File: src/rtl/alu_ctrl_mdu_pkg.sv
// Shared definitions for the ALU control decoder and the iterative MDU:
// ALU operation codes, ALUOp/func7/func3 encodings, MDU FSM states and
// the base-op func3 map shared by R-type and I-type decoding.
package alu_ctrl_mdu_pkg;

  localparam logic [3:0] CTRL_AND  = 4'b0000;
  localparam logic [3:0] CTRL_OR   = 4'b0001;
  localparam logic [3:0] CTRL_ADD  = 4'b0010;
  localparam logic [3:0] CTRL_XOR  = 4'b0011;
  localparam logic [3:0] CTRL_SLL  = 4'b0100;
  localparam logic [3:0] CTRL_SRL  = 4'b0101;
  localparam logic [3:0] CTRL_SUB  = 4'b0110;
  localparam logic [3:0] CTRL_SRA  = 4'b0111;
  localparam logic [3:0] CTRL_SLT  = 4'b1000;
  localparam logic [3:0] CTRL_SLTU = 4'b1001;
  localparam logic [3:0] CTRL_MDU  = 4'b1111;

  localparam logic [1:0] ALUOP_MEM = 2'b00;
  localparam logic [1:0] ALUOP_BR  = 2'b01;
  localparam logic [1:0] ALUOP_R   = 2'b10;
  localparam logic [1:0] ALUOP_I   = 2'b11;

  localparam logic [6:0] F7_BASE   = 7'b0000000;
  localparam logic [6:0] F7_ALT    = 7'b0100000;
  localparam logic [6:0] F7_MULDIV = 7'b0000001;

  localparam logic [2:0] F3_MUL    = 3'b000;
  localparam logic [2:0] F3_MULH   = 3'b001;
  localparam logic [2:0] F3_MULHSU = 3'b010;
  localparam logic [2:0] F3_MULHU  = 3'b011;
  localparam logic [2:0] F3_DIV    = 3'b100;
  localparam logic [2:0] F3_DIVU   = 3'b101;
  localparam logic [2:0] F3_REM    = 3'b110;
  localparam logic [2:0] F3_REMU   = 3'b111;

  typedef enum logic [1:0] {
    ST_IDLE = 2'b00,
    ST_CALC = 2'b01,
    ST_FIX  = 2'b10,
    ST_DONE = 2'b11
  } mdu_state_e;

  // func3 -> operation for the plain (func7 = 0) integer ops
  function automatic logic [3:0] base_op(input logic [2:0] f3);
    logic [3:0] op;
    case (f3)
      3'b000:  op = CTRL_ADD;
      3'b001:  op = CTRL_SLL;
      3'b010:  op = CTRL_SLT;
      3'b011:  op = CTRL_SLTU;
      3'b100:  op = CTRL_XOR;
      3'b101:  op = CTRL_SRL;
      3'b110:  op = CTRL_OR;
      default: op = CTRL_AND;
    endcase
    return op;
  endfunction

endpackage

File: src/rtl/alu_ctrl_mdu_iter.sv
// Iterative multiply/divide unit. Operands are reduced to magnitudes on
// accept, processed one bit per CALC cycle (shift-add multiply or
// restoring divide sharing the r_hi/r_lo pair), and the sign is restored
// in FIX. Divide-by-zero and signed overflow bypass straight to DONE.
module alu_ctrl_mdu_iter
  import alu_ctrl_mdu_pkg::*;
#(
  parameter int XLEN = 32
) (
  input  logic            clk,
  input  logic            rst_n,
  input  logic            i_start,
  input  logic [2:0]      i_func3,
  input  logic [XLEN-1:0] i_opa,
  input  logic [XLEN-1:0] i_opb,
  input  logic            i_flush,
  input  logic            i_out_ready,
  output logic            o_in_ready,
  output logic            o_out_valid,
  output logic [XLEN-1:0] o_result,
  output logic            o_busy
);

  localparam int CNT_W = $clog2(XLEN);
  localparam logic [XLEN-1:0] MIN_VAL = {1'b1, {(XLEN-1){1'b0}}};

  mdu_state_e        r_state;
  logic [CNT_W-1:0]  r_cnt;
  logic [XLEN-1:0]   r_hi;
  logic [XLEN-1:0]   r_lo;
  logic [XLEN-1:0]   r_b;
  logic [2:0]        r_func3;
  logic              r_neg_q;
  logic              r_neg_r;
  logic [XLEN-1:0]   r_result;
  logic              r_out_valid;

  logic              w_is_div, w_a_sgn, w_b_sgn, w_a_neg, w_b_neg;
  logic              w_div0, w_ovf;
  logic [XLEN-1:0]   w_ma, w_mb, w_special;
  logic [XLEN:0]     w_msum;
  logic [XLEN:0]     w_dtrial;
  logic              w_dneg;
  logic [2*XLEN-1:0] w_prod;
  logic [XLEN-1:0]   w_quo, w_rem, w_fixed;

  function automatic logic [XLEN-1:0] f_cneg(input logic neg, input logic [XLEN-1:0] v);
    return neg ? -v : v;
  endfunction

  function automatic logic [2*XLEN-1:0] f_cneg2(input logic neg, input logic [2*XLEN-1:0] v);
    return neg ? -v : v;
  endfunction

  // Operand classification, magnitudes and special-case results at accept
  always_comb begin
    w_is_div  = i_func3[2];
    w_a_sgn   = w_is_div ? ~i_func3[0] : (i_func3 != F3_MULHU);
    w_b_sgn   = w_is_div ? ~i_func3[0] : ~i_func3[1];
    w_a_neg   = w_a_sgn & i_opa[XLEN-1];
    w_b_neg   = w_b_sgn & i_opb[XLEN-1];
    w_ma      = f_cneg(w_a_neg, i_opa);
    w_mb      = f_cneg(w_b_neg, i_opb);
    w_div0    = w_is_div && (i_opb == '0);
    w_ovf     = w_is_div && !i_func3[0] && (i_opa == MIN_VAL) && (i_opb == '1);
    w_special = '0;
    if (w_div0)
      w_special = i_func3[1] ? i_opa : '1;
    else
      w_special = i_func3[1] ? '0 : MIN_VAL;
  end

  // One iteration step of each algorithm and the sign-fixed final result
  always_comb begin
    w_msum   = {1'b0, r_hi} + {1'b0, (r_lo[0] ? r_b : '0)};
    w_dtrial = {r_hi, r_lo[XLEN-1]} - {1'b0, r_b};
    w_dneg   = w_dtrial[XLEN];
    w_prod   = f_cneg2(r_neg_q, {r_hi, r_lo});
    w_quo    = f_cneg(r_neg_q, r_lo);
    w_rem    = f_cneg(r_neg_r, r_hi);
    if (r_func3[2])
      w_fixed = r_func3[1] ? w_rem : w_quo;
    else
      w_fixed = (r_func3 == F3_MUL) ? w_prod[XLEN-1:0] : w_prod[2*XLEN-1:XLEN];
  end

  // MDU control FSM with iteration datapath and registered result
  always_ff @(posedge clk) begin
    if (!rst_n) begin
      r_state     <= ST_IDLE;
      r_cnt       <= '0;
      r_hi        <= '0;
      r_lo        <= '0;
      r_b         <= '0;
      r_func3     <= '0;
      r_neg_q     <= 1'b0;
      r_neg_r     <= 1'b0;
      r_result    <= '0;
      r_out_valid <= 1'b0;
    end else begin
      case (r_state)
        ST_IDLE: begin
          if (i_start) begin
            r_func3 <= i_func3;
            r_cnt   <= '0;
            r_neg_q <= w_a_neg ^ w_b_neg;
            r_neg_r <= w_a_neg;
            r_hi    <= '0;
            if (w_div0 || w_ovf) begin
              r_result    <= w_special;
              r_out_valid <= 1'b1;
              r_state     <= ST_DONE;
            end else begin
              r_state <= ST_CALC;
              if (w_is_div) begin
                r_lo <= w_ma;
                r_b  <= w_mb;
              end else begin
                r_lo <= w_mb;
                r_b  <= w_ma;
              end
            end
          end
        end
        ST_CALC: begin
          if (i_flush) begin
            r_state <= ST_IDLE;
          end else begin
            if (r_func3[2]) begin
              r_hi <= w_dneg ? {r_hi[XLEN-2:0], r_lo[XLEN-1]} : w_dtrial[XLEN-1:0];
              r_lo <= {r_lo[XLEN-2:0], ~w_dneg};
            end else begin
              r_hi <= w_msum[XLEN:1];
              r_lo <= {w_msum[0], r_lo[XLEN-1:1]};
            end
            r_cnt <= r_cnt + CNT_W'(1);
            if (r_cnt == CNT_W'(XLEN-1))
              r_state <= ST_FIX;
          end
        end
        ST_FIX: begin
          if (i_flush) begin
            r_state <= ST_IDLE;
          end else begin
            r_result    <= w_fixed;
            r_out_valid <= 1'b1;
            r_state     <= ST_DONE;
          end
        end
        default: begin
          // DONE: hold the result until taken; flush discards it
          if (i_flush || i_out_ready) begin
            r_state     <= ST_IDLE;
            r_out_valid <= 1'b0;
          end
        end
      endcase
    end
  end

  assign o_in_ready  = (r_state == ST_IDLE);
  assign o_busy      = (r_state != ST_IDLE);
  assign o_out_valid = r_out_valid;
  assign o_result    = r_result;

endmodule

File: src/rtl/alu_ctrl_mdu.sv
// ALU control for RV32I/M: combinational decode of ALUOp/func7/func3 into
// an ALU operation code, plus the handshake wiring to the iterative MDU.
module alu_ctrl_mdu
  import alu_ctrl_mdu_pkg::*;
#(
  parameter int XLEN   = 32,
  parameter int CTRL_W = 4,
  parameter int M_EN   = 1
) (
  input  logic              clk,
  input  logic              rst_n,
  input  logic [1:0]        ALUOp,
  input  logic [6:0]        func7,
  input  logic [2:0]        func3,
  output logic [CTRL_W-1:0] ctrl_out,
  output logic              illegal,
  output logic              is_m,
  input  logic              in_valid,
  output logic              in_ready,
  input  logic [XLEN-1:0]   opa,
  input  logic [XLEN-1:0]   opb,
  input  logic              flush,
  output logic              out_valid,
  input  logic              out_ready,
  output logic [XLEN-1:0]   result,
  output logic              busy
);

  logic [3:0] w_ctrl;
  logic       w_illegal;
  logic       w_is_m;
  logic       w_start;

  // Instruction decode; every encoding yields a defined code, unknown ones flag illegal
  always_comb begin
    w_ctrl    = CTRL_ADD;
    w_illegal = 1'b0;
    w_is_m    = 1'b0;
    case (ALUOp)
      ALUOP_MEM: w_ctrl = CTRL_ADD;
      ALUOP_BR:  w_ctrl = CTRL_SUB;
      ALUOP_R: begin
        if (func7 == F7_BASE)
          w_ctrl = base_op(func3);
        else if (func7 == F7_ALT && func3 == 3'b000)
          w_ctrl = CTRL_SUB;
        else if (func7 == F7_ALT && func3 == 3'b101)
          w_ctrl = CTRL_SRA;
        else if (func7 == F7_MULDIV && M_EN != 0) begin
          w_ctrl = CTRL_MDU;
          w_is_m = 1'b1;
        end else
          w_illegal = 1'b1;
      end
      default: begin
        // I-type: func7 is immediate bits except for the shift encodings
        if (func3 == 3'b000)
          w_ctrl = CTRL_ADD;
        else if (func3 == 3'b101 && func7 == F7_ALT)
          w_ctrl = CTRL_SRA;
        else if ((func3 == 3'b001 || func3 == 3'b101) && func7 != F7_BASE)
          w_illegal = 1'b1;
        else
          w_ctrl = base_op(func3);
      end
    endcase
  end

  assign ctrl_out = CTRL_W'(w_ctrl);
  assign illegal  = w_illegal;
  assign is_m     = w_is_m;
  assign w_start  = in_valid & w_is_m;

  generate
    if (M_EN != 0) begin : g_mdu
      alu_ctrl_mdu_iter #(
        .XLEN(XLEN)
      ) u_mdu (
        .clk         (clk),
        .rst_n       (rst_n),
        .i_start     (w_start),
        .i_func3     (func3),
        .i_opa       (opa),
        .i_opb       (opb),
        .i_flush     (flush),
        .i_out_ready (out_ready),
        .o_in_ready  (in_ready),
        .o_out_valid (out_valid),
        .o_result    (result),
        .o_busy      (busy)
      );
    end else begin : g_no_mdu
      assign in_ready  = 1'b0;
      assign out_valid = 1'b0;
      assign result    = '0;
      assign busy      = 1'b0;
    end
  endgenerate

endmodule

File: config.mk
export PLATFORM = sky130hd
export DESIGN_NAME = alu_ctrl_mdu
export DESIGN_NICKNAME = d
export VERILOG_FILES = /design/src/rtl/alu_ctrl_mdu_pkg.sv /design/src/rtl/alu_ctrl_mdu_iter.sv /design/src/rtl/alu_ctrl_mdu.sv
export SDC_FILE = /design/constraint.sdc
export NUM_CORES = 1
export LEC_CHECK = 0
export CAP_MARGIN = 25
export CORE_MARGIN = 2
export CORE_UTILIZATION = 30
export CTS_BUF_LIST = sky130_fd_sc_hd__clkbuf_16
export DETAILED_ROUTE_END_ITERATION = 12
export SYNTH_ARGS = -nofsm -noshare
export SYNTH_HDL_FRONTEND = slang
export SYNTH_SLANG_ARGS = --single-unit
File: constraint.sdc
create_clock -name clk -period 7.8 [get_ports clk]
set_input_delay 0.78 -clock clk [delete_from_list [all_inputs] [get_ports clk]]
set_output_delay 0.78 -clock clk [all_outputs]
set_load 0.05 [all_outputs]
==> metrics <==
status complete, no violations; RSZ-0062 raised after global routing false; DRT Wirelength between 50 and 60 mm; Critical Path Fanout Max 88; height of the die around 220 microns; Post-Synthesis Net Count about 2.2k; Yosys reg bits between 100 and 150; hold_buf cts 0; VDD IR max ~0.14 mV; initial antenna violation count 2; Total Routing Usage GR 22.9%; Antenna Violating Nets Remaining 0; DR iter-0 viols 1733; Reg-to-Reg Start g_mdu.u_mdu.r_lo[31]; metal2 WL between 20 and 30 mm; Worst Hold Class flop to flop; Die W 225 microns; Post-synth EDFFs 0; Clock Skew roughly 15 ps; vias per inst between 5 and 6; Synth top area share roughly a fifth; TritonCTS clock tree built; Post-DP HPWL 45.7 mm; sequential fraction of the synthesis area 19.3%; Tcrit/Tclk final ~58%; filler instances 5052; library cells used by synthesis 77; HP Start g_mdu.u_mdu.r_b[13]; post-CTS sizing 0; Max clock buf depth 2; quantity of I/O buffers inserted on ports about 120; reg2reg setup slack about 3400 ps; mapped cell area roughly 15000 sq um; nets ~2.3k; critical path class primary input to output pin; buffer count from post-CTS setup fixing 0; CP Launch Type primary input; Clock transition at path regs ~60 ps; Clock Sinks around 140; Antenna Cells 0; min Tclk post-route roughly 4500 ps; routed wire length per instance roughly 22 microns; setup TNS 0 ps; Syn Inst Count 2077; arrival time worst endpoint between 3000 and 4000 ps; synth warn 0; max_slew headroom a little under a third; worst r2r dst g_mdu.u_mdu.r_hi[1]; top cells by count, synth nand2_1 (230), o21ai_0 (214), nor2_1 (208); met3 WL post-DR between 4 and 5 mm; core region area roughly 48000 sq um; most frequent cell after synthesis nand2_1; top routing layer in use met5; Die Area around 51000 sq um; Starting Density between 30 and 40%; DRT Pass-1 Iters 6; nature of the critical path endpoint output pin; Max H-tree Level 4; Final setup viols 0; Remaining DRCs 0; dominant cell type by area after synthesis dfxtp_1; via count ~16k; Non-Filler Instances between 2k and 3k; largest net degree at the start of global routing roughly 90; Core Util, Final 35.2%; ratio of cells with drive above 1 in the final layout about 5.7%; syn_area_per_cell 7.04 sq um; Final Wtd Congestion 0.938; I/O pins approximately 120; std cell rows 80; Root Driver clkbuf_16; Pwr Density approximately 110 nW/um^2; total CTS buffers 17; Pleak 6.46 nW; max-slew violations 0; Fmax between 0.2 and 0.25 GHz; top post-synthesis cells by area dfxtp_1 (19%), o21ai_0 (7.3%), ha_1 (6.4%), xnor2_1 (6.3%), nand2_1 (5.9%); actual slew at the worst max-slew pin 1030 ps; Area Growth Syn to Fin 15.4%; Endpoint, Worst Hold g_mdu.u_mdu.r_b[13]; Req. time, crit path ~7000 ps; Max Cap Viol 0; hold violation count in the final report 0; Synth async-reset ratio 0%; M1 WL 26.9 mm; global route overflow 0; vias in the first global route 14.7k; Worst Reg-to-Reg Cells 14; first-pass GRT wire length between 80 and 90 mm; hold path depth 2; # placed instances around 2.7k; Worst-Skew Late Latency 440 ps; top_reg_cell synth dfxtp_1
## worst max-delay path: stages
cell             delay (ps)
buf_2                    80
buf_4                   650
inv_2                   560
a211o_1                 410
o21ai_0                 170
nand2_1                  70
o21ai_0                  90
clkdlybuf4s50_1         830
## power breakdown
group	switching, W	internal [W]
logic	0.000183	0.000110
registers	0.00000147	0.000721
clock network	0.000360	0.000503
total	0.000544	0.00133
## cell type report
type	instances	area (sq um)	share of cell area (%)
inverters	69	259	1.54
clock buffers	17	425	2.52
well taps	615	769	4.56
clock inverters	14	168	0.994
multi-input cells	1726	11000	65.4
repair buffers	143	1380	8.20
flip-flops and latches	141	2830	16.7
## metal layers
layer  vias up  GRT usage [%]
li1       7575              -
met1      7695           31.9
met2       761           36.1
met3        99           3.68
met4         4           7.46
met5         -              0
## kinds of logic (layout without fill, tap and decap cells)
group                      after synthesis  count (layout)  share of synthesized area (%)
buffers and inverters                  210             243                           5.52
xor gates and xnor gates               189             189                           11.3
AOI/OAI and AO/OA                      689             689                           29.7
DFF                                    141             141                           19.3
and+or+nand+nor                        702             702                           22.5
adders and majority gates               77              77                           6.69
muxes                                   69              69                           4.98
## cell usage in the layout (no fill, tap or decap), types with 39 or more instances in the layout
cell type	netlist	routed
a21oi_1	169	169
clkdlybuf4s50_1	0	120
dfxtp_1	141	139
ha_1	75	74
inv_1	66	67
mux2i_1	39	39
nand2_1	230	230
nand3_1	45	45
nor2_1	208	205
o21ai_0	214	214
xnor2_1	105	105
xor2_1	84	83
## state kept, by name (all words and copies together), names as in the netlist
register and cells:
g_mdu.u_mdu.r_neg_r 1, g_mdu.u_mdu.o_result 32, g_mdu.u_mdu.r_func3 3, g_mdu.u_mdu.r_b 32
g_mdu.u_mdu.r_state 2, g_mdu.u_mdu.r_cnt 5, g_mdu.u_mdu.r_hi 32, g_mdu.u_mdu.o_out_valid 1
g_mdu.u_mdu.r_lo 32, g_mdu.u_mdu.r_neg_q 1
## how the worst max path moves through the flow
stage | start | slack, ps | endpoint
final | func3[2] | 3310 | ctrl_out[2]
after detailed placement | func3[2] | 3270 | g_mdu.u_mdu.o_result[14]
after floorplan | g_mdu.u_mdu.r_lo[0] | 4170 | g_mdu.u_mdu.r_hi[26]
after CTS | func3[2] | 3380 | ctrl_out[2]
after global placement | opa[24] | 3300 | g_mdu.u_mdu.o_result[14]
after global routing | func3[2] | 3060 | ctrl_out[2]
## per-stage QoR
| step | cell area [sq um] | hold slack, ps | total power, W | worst slack [ps] |
|---|---|---|---|---|
| after floorplan | 14600 | 432 | 0.000904 | 4170 |
| after global placement | 16300 | 448 | 0.00102 | 3300 |
| after detailed placement | 16300 | 451 | 0.00102 | 3270 |
| after CTS | 16900 | 460 | 0.00188 | 3380 |
| after global routing | 16900 | 474 | 0.00193 | 3060 |
| final | 16900 | 454 | 0.00188 | 3310 |
(Power assumes the default switching activity.)
==> patch: new RTL, same flow settings <==
Encoding of `mdu_state_e`: now Gray code (2 bits for 4 states).
--- a/src/rtl/alu_ctrl_mdu_pkg.sv
+++ b/src/rtl/alu_ctrl_mdu_pkg.sv
@@ -36,8 +36,8 @@
   typedef enum logic [1:0] {
     ST_IDLE = 2'b00,
     ST_CALC = 2'b01,
-    ST_FIX  = 2'b10,
-    ST_DONE = 2'b11
+    ST_FIX  = 2'b11,
+    ST_DONE = 2'b10
   } mdu_state_e;
 
   // func3 -> operation for the plain (func7 = 0) integer ops
Formal check against the unedited RTL: same outputs for any inputs over 4 cycles, from zero or initial values and one cycle with rst_n low; so few cycles prove little.
==> patch against the original RTL <==
  * Hold slack gained 0.0034 ns
  * Setup slack lost 0.061 ns
  * Final area grew 1.8%
  * Maximum frequency shrank 1.3%
  * Sequential cell count is the same
  * Area after synthesis grew 2.2%
  * Sequential share of layout area shrank 0.30 points
  * Count of clock-buffer cells in the layout is the same
  * Routed wire length grew 5.2%
  * Register-to-register slack lost 0.10 ns
  * Final cell count grew 4.3%
  * Critical path depth grew 1
Power is not compared: it rests on default switching activity, and its combinational part moved more than twofold at a synthesized area within 25%.
==> patch: results (changes against the original RTL) <==
Setup crit start=opa[15]; vias in the first global route=15795 (+7.5%); CP max stage cell=or4_1; top cells by area, synth=dfxtp_1 (19%), nor2_1 (6.4%), o21ai_0 (6.4%); WL met2=28.00 mm (+7.7%); mux cell area share after synthesis=4.469% (-0.51 points); r2r startpoint=g_mdu.u_mdu.r_lo[0]; syn_nets=2315 (+3.6%); via total after detailed routing=17074 (+5.8%); Critical path destination=g_mdu.u_mdu.o_result[11]; Worst Hold Launch=g_mdu.u_mdu.o_result[23]; largest net degree at the start of global routing=73 (-18%); DR iter-0 viols=2046 (+18%); post-synthesis compound-gate area fraction=30.93% (+1.2 points); worst-path fanout max=12 (-86%); routed wire length per instance=22.06 um (+0.88%); hold endpoint=g_mdu.u_mdu.o_result[23]; gpl congestion=0.9926 (+5.9%); status=finished, final reports clean; crit-path max cell delay=0.65 ns (-0.18 ns); # nets final=2322 (+2.9%); WL met3=6.559 mm (+35%); Largest delay share family, worst path=simple AND/OR/NAND/NOR gates; Slew Limit Headroom=34.85% (+3.9 points); Synth Area in XOR/XNOR=10.19% (-1.1 points); grt met1 use=29.86% (-2.0 points); Worst Slack Setup Final=3.249 ns (-0.06058 ns); Hold WS=0.4576 ns (+0.003350 ns); Reg-to-Reg End=g_mdu.u_mdu.r_hi[31]
[patch: cell count changes after synthesis, sizes merged, moves of 8 or more]
cell,unedited run,this run
mux2,30,22
xnor2,105,84
a211o,12,2
a221oi,4,15
o22ai,3,17
clkbuf,120,136
o21ai,219,207
nor2,208,256
a21oi,170,179
nor3,39,47
o21a,12,22
[patch: cell type report]
cell class,count,area [um^2]
fillers,5279,31880
multi-input cells,1784,11250
flip-flops and latches,141,2824
repair buffers,147,1410
well taps,664,830.8
clock buffers,17,425.4
inverters,73,274.0
clock inverters,15,162.7
[patch: stage by stage]
| step | instances | area [um^2] | utilization [%] |
|---|---|---|---|
| final | 2841 | 17170 | 35.01 |
| after global routing | 2841 | 17170 | 35.01 |
| after CTS | 2838 | 17140 | 34.95 |
| after detailed placement | 2806 | 16550 | 33.75 |
| after global placement | 2806 | 16550 | 33.75 |
| after floorplan | 2157 | 14950 | - |
